$ cat src/rtl/mdr_mem_pkg.sv
// Shared types and default sizing for the MDR/MAR memory interface unit.
// The optional timeout feature is selected with the MDR_MEM_TIMEOUT_EN macro.
package mdr_mem_pkg;

    localparam int DEF_DATA_W  = 32;
    localparam int DEF_ADDR_W  = 9;
    localparam int DEF_TIMEOUT = 15;

    typedef enum logic [2:0] {
        IDLE  = 3'd0,
        READ  = 3'd1,
        WRITE = 3'd2,
        DONE  = 3'd3,
        ERR   = 3'd4
    } state_t;

endpackage

$ cat src/rtl/mdr_mem_wait_ctr.sv
// Ack wait counter for mdr_mem_unit; exists only when MDR_MEM_TIMEOUT_EN is defined.
// expired is high during the TIMEOUT-th consecutive request cycle without an ack.
`ifdef MDR_MEM_TIMEOUT_EN
module mdr_mem_wait_ctr #(
    parameter int TIMEOUT = mdr_mem_pkg::DEF_TIMEOUT
) (
    input  logic clk,
    input  logic rst_n,
    input  logic active,
    input  logic ack,
    output logic expired
);

    localparam int CW = (TIMEOUT > 1) ? $clog2(TIMEOUT) : 1;

    logic [CW-1:0] cnt;

    // Held at zero outside an access, so it is already clear on entering READ/WRITE.
    always_ff @(posedge clk or negedge rst_n) begin
        if (!rst_n) begin
            cnt <= '0;
        end else if (!active) begin
            cnt <= '0;
        end else if (!ack) begin
            cnt <= cnt + CW'(1);
        end
    end

    assign expired = (cnt == CW'(TIMEOUT - 1));

endmodule
`endif

$ cat src/rtl/mdr_mem_unit.sv
// Memory address/data register pair with a small read/write handshake FSM.
// Define MDR_MEM_TIMEOUT_EN to enable the ack timeout (ERR state and error pulse).
module mdr_mem_unit
    import mdr_mem_pkg::*;
#(
    parameter int DATA_W  = DEF_DATA_W,
    parameter int ADDR_W  = DEF_ADDR_W,
    parameter int TIMEOUT = DEF_TIMEOUT
) (
    input  logic              clk,
    input  logic              rst_n,
    input  logic [DATA_W-1:0] bus_in,
    input  logic              mar_in,
    input  logic              mdr_in,
    input  logic              rd_start,
    input  logic              wr_start,
    output logic [DATA_W-1:0] mdr_q,
    output logic              busy,
    output logic              done,
    output logic              error,
    output logic [ADDR_W-1:0] mem_addr,
    output logic              mem_req,
    output logic              mem_we,
    output logic [DATA_W-1:0] mem_wdata,
    input  logic [DATA_W-1:0] mem_rdata,
    input  logic              mem_ack
);

    state_t            state_q, state_d;
    logic [ADDR_W-1:0] mar_q;
    logic [DATA_W-1:0] mdr_r;
    logic              timeout;

    // NOTE: sequential state uses non-blocking assignments so every register samples pre-edge values.
    always_ff @(posedge clk or negedge rst_n) begin
        if (!rst_n) begin
            state_q <= IDLE;
        end else begin
            state_q <= state_d;
        end
    end

    // NOTE: state_d gets a default first so no path through the case infers a latch.
    always_comb begin
        state_d = state_q;
        case (state_q)
            IDLE: begin
                if (rd_start)      state_d = READ;
                else if (wr_start) state_d = WRITE;
            end
            READ, WRITE: begin
                if (mem_ack)      state_d = DONE;
                else if (timeout) state_d = ERR;
            end
            DONE, ERR: state_d = IDLE;
            default:   state_d = IDLE;
        endcase
    end

    // A start in the same cycle as mar_in must address the old MAR, so the load is skipped.
    always_ff @(posedge clk or negedge rst_n) begin
        if (!rst_n) begin
            mar_q <= '0;
            mdr_r <= '0;
        end else if (state_q == IDLE) begin
            if (mar_in && !(rd_start || wr_start)) mar_q <= bus_in[ADDR_W-1:0];
            if (mdr_in)                            mdr_r <= bus_in;
        end else if (state_q == READ && mem_ack) begin
            mdr_r <= mem_rdata;
        end
    end

    assign busy      = (state_q == READ) || (state_q == WRITE);
    assign done      = (state_q == DONE);
    assign mem_req   = busy;
    assign mem_we    = (state_q == WRITE);
    assign mem_addr  = mar_q;
    assign mdr_q     = mdr_r;
    assign mem_wdata = mdr_r;

`ifdef MDR_MEM_TIMEOUT_EN
    logic expired;

    mdr_mem_wait_ctr #(
        .TIMEOUT (TIMEOUT)
    ) u_wait_ctr (
        .clk     (clk),
        .rst_n   (rst_n),
        .active  (busy),
        .ack     (mem_ack),
        .expired (expired)
    );

    assign timeout = expired;
    assign error   = (state_q == ERR);
`else
    logic unused_timeout;

    assign unused_timeout = ^TIMEOUT;
    assign timeout        = 1'b0;
    assign error          = 1'b0;
`endif

endmodule

$ cat config.mk
export PLATFORM = sky130hd
export DESIGN_NAME = mdr_mem_unit
export DESIGN_NICKNAME = d
export VERILOG_FILES = /design/src/rtl/mdr_mem_pkg.sv /design/src/rtl/mdr_mem_wait_ctr.sv /design/src/rtl/mdr_mem_unit.sv
export SDC_FILE = /design/constraint.sdc
export NUM_CORES = 1
export LEC_CHECK = 0
export ABC_AREA = 0
export BUFFER_PORTS_ARGS = -buffer_cell sky130_fd_sc_hd__buf_2
export CORE_ASPECT_RATIO = 0.75
export CORE_UTILIZATION = 48
export CTS_BUF_LIST = sky130_fd_sc_hd__clkbuf_2
export DETAILED_ROUTE_END_ITERATION = 12
export GPL_TIMING_DRIVEN = 0
export HOLD_SLACK_MARGIN = 0.15
export PLACE_DENSITY = 0.94
export SLEW_MARGIN = 40
export SYNTH_ARGS = -nofsm -noshare
export SYNTH_HDL_FRONTEND = slang
export SYNTH_HIERARCHICAL = 1
export SYNTH_SLANG_ARGS = --single-unit
$ cat constraint.sdc
create_clock -name clk -period 5.4 [get_ports clk]
set_clock_uncertainty 0.1 [all_clocks]
set_input_delay 0.27 -clock clk [delete_from_list [all_inputs] [get_ports clk]]
set_output_delay 0.27 -clock clk [all_outputs]
set_load 0.05 [all_outputs]
* Word level (Yosys, flattened, before mapping)
Cells that the tools add are included.
Storage, ports and cells: register bits after elaboration 44, input bits 71, output and inout port bits 78, word-level logic and storage cells 27
Cells by class: equal/unequal tests 6, mux-type cells 7, reductions and logical operators 11
Operator list (number):
- $mux W32 | 3
- $mux W3 | 3
- $eq A3 B2 Y1 const B | 2
- $pmux W3 S2 | 1
- $reduce_and A2 Y1 | 3
- $ne A2 B2 Y1 const B | 2
- $eq A3 B1 Y1 const B | 1
- $logic_not A3 Y1 | 1
- $ne A3 B3 Y1 const B | 1
- $logic_and A1 B1 Y1 | 2
- $logic_or A1 B1 Y1 | 2
- $reduce_bool A2 Y1 | 1
- $reduce_or A2 Y1 | 1
- $logic_not A1 Y1 | 1

* Longest topological paths before layout
depth after elaboration 4, depth in mapped cells 7, gate-level depth less buffers 5

* Worst setup path after synthesis
Ideal clock, no wire load.
path kind register -> register, start register state_q[0], end register mdr_r[12], in the netlist mdr_q[12], library setup time 125 ps, arrival 1643 ps, required time 5175 ps, slack 3533 ps, cell stages (with the launch flop) 8, buffers on the path 2, clock period less this slack 1867 ps, path through dfrtp_1 inv_1 ha_1 buf_4 and3b_1 a21oi_4 buf_6 mux2_2
Between the ends: longest elaborated chain between the ends 4, elaborated cells on any way between the ends 7, those cells by class 2 x eq/ne; 1 x mux; 4 x reduce/logical
Ends and longest elaborated chain:
- start: declaration | line mdr_mem_unit.sv:29 | state_t state_q, state_d;
- start signal: assignment | line mdr_mem_unit.sv:39 | state_q <= state_d;
- $eq A3 B1 Y1 | line mdr_mem_unit.sv:68 | end else if (state_q == READ && mem_ack) begin
- $logic_and A1 B1 Y1 | line mdr_mem_unit.sv:68
- $reduce_bool A2 Y1 (no line)
- $reduce_and A2 Y1 (no line)
- end signal: assignment | line mdr_mem_unit.sv:67 | if (mdr_in) mdr_r <= bus_in;
- end signal: assignment | line mdr_mem_unit.sv:69 | mdr_r <= mem_rdata;
- end: declaration | line mdr_mem_unit.sv:31 | logic [DATA_W-1:0] mdr_r;
Several ways; a longest one is shown, not always the timed one. A chain may end at the register's enable or synchronous reset.

* Worst setup path in the final report
start register state_q[1], end register state_q[1]
Between the ends: longest elaborated chain between the ends 4, elaborated cells on any way between the ends 8, those cells by class 4 x eq/ne; 1 x mux; 3 x reduce/logical
Ends and longest elaborated chain:
- $eq A3 B2 Y1 or $eq A3 B1 Y1 (tied branches) | line mdr_mem_unit.sv:46 | case (state_q)
- $reduce_or A2 Y1 | line mdr_mem_unit.sv:46
- $ne A2 B2 Y1 (no line)
- $reduce_and A2 Y1 (no line)
Several ways; a longest one is shown, not always the timed one.

==> flow_summary.ini <==
[run]
drv_cap = 0

[critical_path]
critPathSlowestCell = dlygate4sd3_1
crit_top_cell = dlygate4sd3_1
critPathKind = flip-flop to flip-flop
critPathMaxStageDelay_ps = 590
cp_num_buf_inv = 5
worstSetupStartpointType = flip-flop
crit_fanout = 10
crit_arrival_ps = 3030
critPathCaptureType = flip-flop
cpLargestDelayFamily = buffers and inverters
required_ps = 5640
path_cells = inv_1 -> ha_1 -> buf_4 -> buf_2 -> nand4b_1 -> dlygate4sd3_1 -> o211ai_1 -> dlygate4sd3_1

[timing]
relSlewSlack_pct = 64.3
rsz0062_at_grt = no
worstMarginPinSlew_ps = 536
fmax_mhz = 359
tns_ps = 0
fin_crit_sh_pct = 51.6
hold_viol_final = 0
layout_setup_ws_ps = 2610
setup_violations = 0
finalCriticalPeriod_ps = 2790
final_max_slew_viol_count = 0

[grt]
grt_overflow = 0
grt_pass1_vias = 2410
grt_max_degree = 44
antenna_found_initial = 0
grt_pass1_wl_mm = 12.1
track_usage_pct = 29.5

[synth]
synth.net_count = 256
synthTopCellsByCount = mux2_2 (68), dfrtp_1 (43), buf_4 (36), mux2_1 (6), ha_1 (5)
ys_seq_area_share_pct = 45.0
syn_avg_cell_area_sq_um = 13.3
synth_edf_count = 0
ys_types = 19
synth.top_cell.area_share_pct = 45.0
synth_seq_cells = 43
ys_warn_count = 6
synth_area_leaders = dfrtp_1 (45%), mux2_2 (32%), buf_4 (11%), mux2_1 (2.8%), ha_1 (2.6%)
synth_most_common_cell = mux2_2
yosys.area.top_type = dfrtp_1
syn_inst = 180
synth_flop_cell = dfrtp_1
synth-async-reset-ratio_pct = 100
syn_area_sq_um = 2390

[drt]
drtIter0Drc = 53
routedWlPerCell_um = 16.2
vias = 2202
drt_pre_antenna_iters = 6
drt-total-wl_mm = 7.46
drc = 0
vias_per_cell = 4.79
ant_nets = 0

[final_layout]
stdcell_count = 460
nNetsFinal = 478
drive_gt1_share_pct = 66.3
fin_util_pct = 85.5
area_growth_syn_to_layout_pct = 65.1
diodes = 0

[clock_tree]
postCtsResizedCells = 0
numCtsBuffers = 5
clkSlewWorstSetupHoldPaths_ps = 200
cts_max_path_buffers = 2
cts_tree = yes
clk_latency_ps = 380
h-tree-depth = 2
clock-sinks = 43
clockRootBuffer = clkbuf_2

[die]
die_area_sq_um = 5280
core_sq_um = 4620
die_h_um = 63.2
rows = 21
start_util_pct = 51.8
die_w_um = 83.5
ioPinCount = 149

[placed_design]
place.gp.congestion = 0.766
port_buffers = 147
dp.cells = 384
dp_hpwl_mm = 4.08
pre_cts_ws_ps = 3300

[hold_path]
min_path_type = input pin to flip-flop

[status]
status = complete, no violations
[metal layers]
| metal | routed length [um] | vias up | global-route usage (%) |
|---|---|---|---|
| li1 | - | 1032 | - |
| met1 | 2790 | 1048 | 31.4 |
| met2 | 3970 | 104 | 56.1 |
| met3 | 524 | 18 | 7.99 |
| met4 | 173 | 0 | 10.8 |
| met5 | 0 | - | 0 |
[kinds of logic (layout without fill, tap and decap cells)]
group / after synthesis / after routing / synth area share (%)
mux: 74 / 74 / 34.8
buf+inv: 45 / 268 / 13.8
fa+ha+maj: 5 / 5 / 2.61
flops: 43 / 43 / 45.0
simple gates: 8 / 8 / 2.25
compound gates: 4 / 4 / 1.41
other cells: 1 / 1 / 0.157
[repair_timing]
item | CTS | global route
setup buffers | 0 | 0
hold endpoints to repair | 85 | 0
hold buffers | 68 | 0
[worst reg2reg max path, delay by kind of cell, from the launching register on]
family,cells,cell delay [ps]
AO/OA/AOI/OAI,1,100
buffers and inverters,5,1750
AND/OR/NAND/NOR,1,150
flip-flops,1,470
adder cells (fa/ha/maj),1,170
[registers in the layout (all words and copies together), names as in the netlist]
| register | flops |
|---|---|
| mdr_q | 32 |
| mem_addr | 9 |
| state_q | 2 |
[final cells by class]
cell class / instances / area [sq um]
fill: 242 / 672
multi-input combinational: 92 / 987
inverter: 3 / 11.3
sequential: 43 / 1080
clock buffer: 5 / 25.0
buffer: 42 / 319
tap: 57 / 71.3
clock inverter: 3 / 43.8
timing repair buffer: 215 / 1420
[worst paths after layout]
path / from / endpoint / slack [ps] / cells past startpoint
setup reg to reg: state_q[1]$_DFFE_PN0P_ / state_q[1]$_DFFE_PN0P_ / 2610 / 8
max in group asynchronous: rst_n / mdr_q[11]$_DFFE_PN0P_ / 4550 / 2
setup / recovery: state_q[1]$_DFFE_PN0P_ / state_q[1]$_DFFE_PN0P_ / 2610 / 8
hold / removal: rd_start / state_q[0]$_DFFE_PN0P_ / 190 / 4
hold reg to reg: mem_addr[2]$_DFFE_PN0P_ / mem_addr[2]$_DFFE_PN0P_ / 440 / 1
min in group asynchronous: rst_n / mdr_q[0]$_DFFE_PN0P_ / 270 / 2
[placed cells by master (no fill, tap or decap)]
master	count
buf_6	3
mux2_1	6
and2_1	1
nand4b_1	1
nor3b_2	1
buf_2	149
clkinv_4	1
ha_1	5
and3b_1	1
a21oi_4	1
inv_1	3
o211ai_1	1
conb_1	1
or3_1	1
clkbuf_2	5
buf_4	37
bufinv_16	1
mux2_2	68
nand2_1	1
nor2_1	2
clkinv_2	1
dlygate4sd3_1	68
dfrtp_1	43
a21oi_1	2
[metrics by stage]
step | hold slack (ps) | cell area [sq um]
global route | 176 | 3950
global placement | 358 | 3200
detailed placement | 187 | 3200
finish | 187 | 3950
floorplan | -126 | 2390
CTS | 158 | 3950
Power is left out: the tool's default activity adds up to more than one toggle a clock period on the data nets, which glitch-free logic cannot reach.
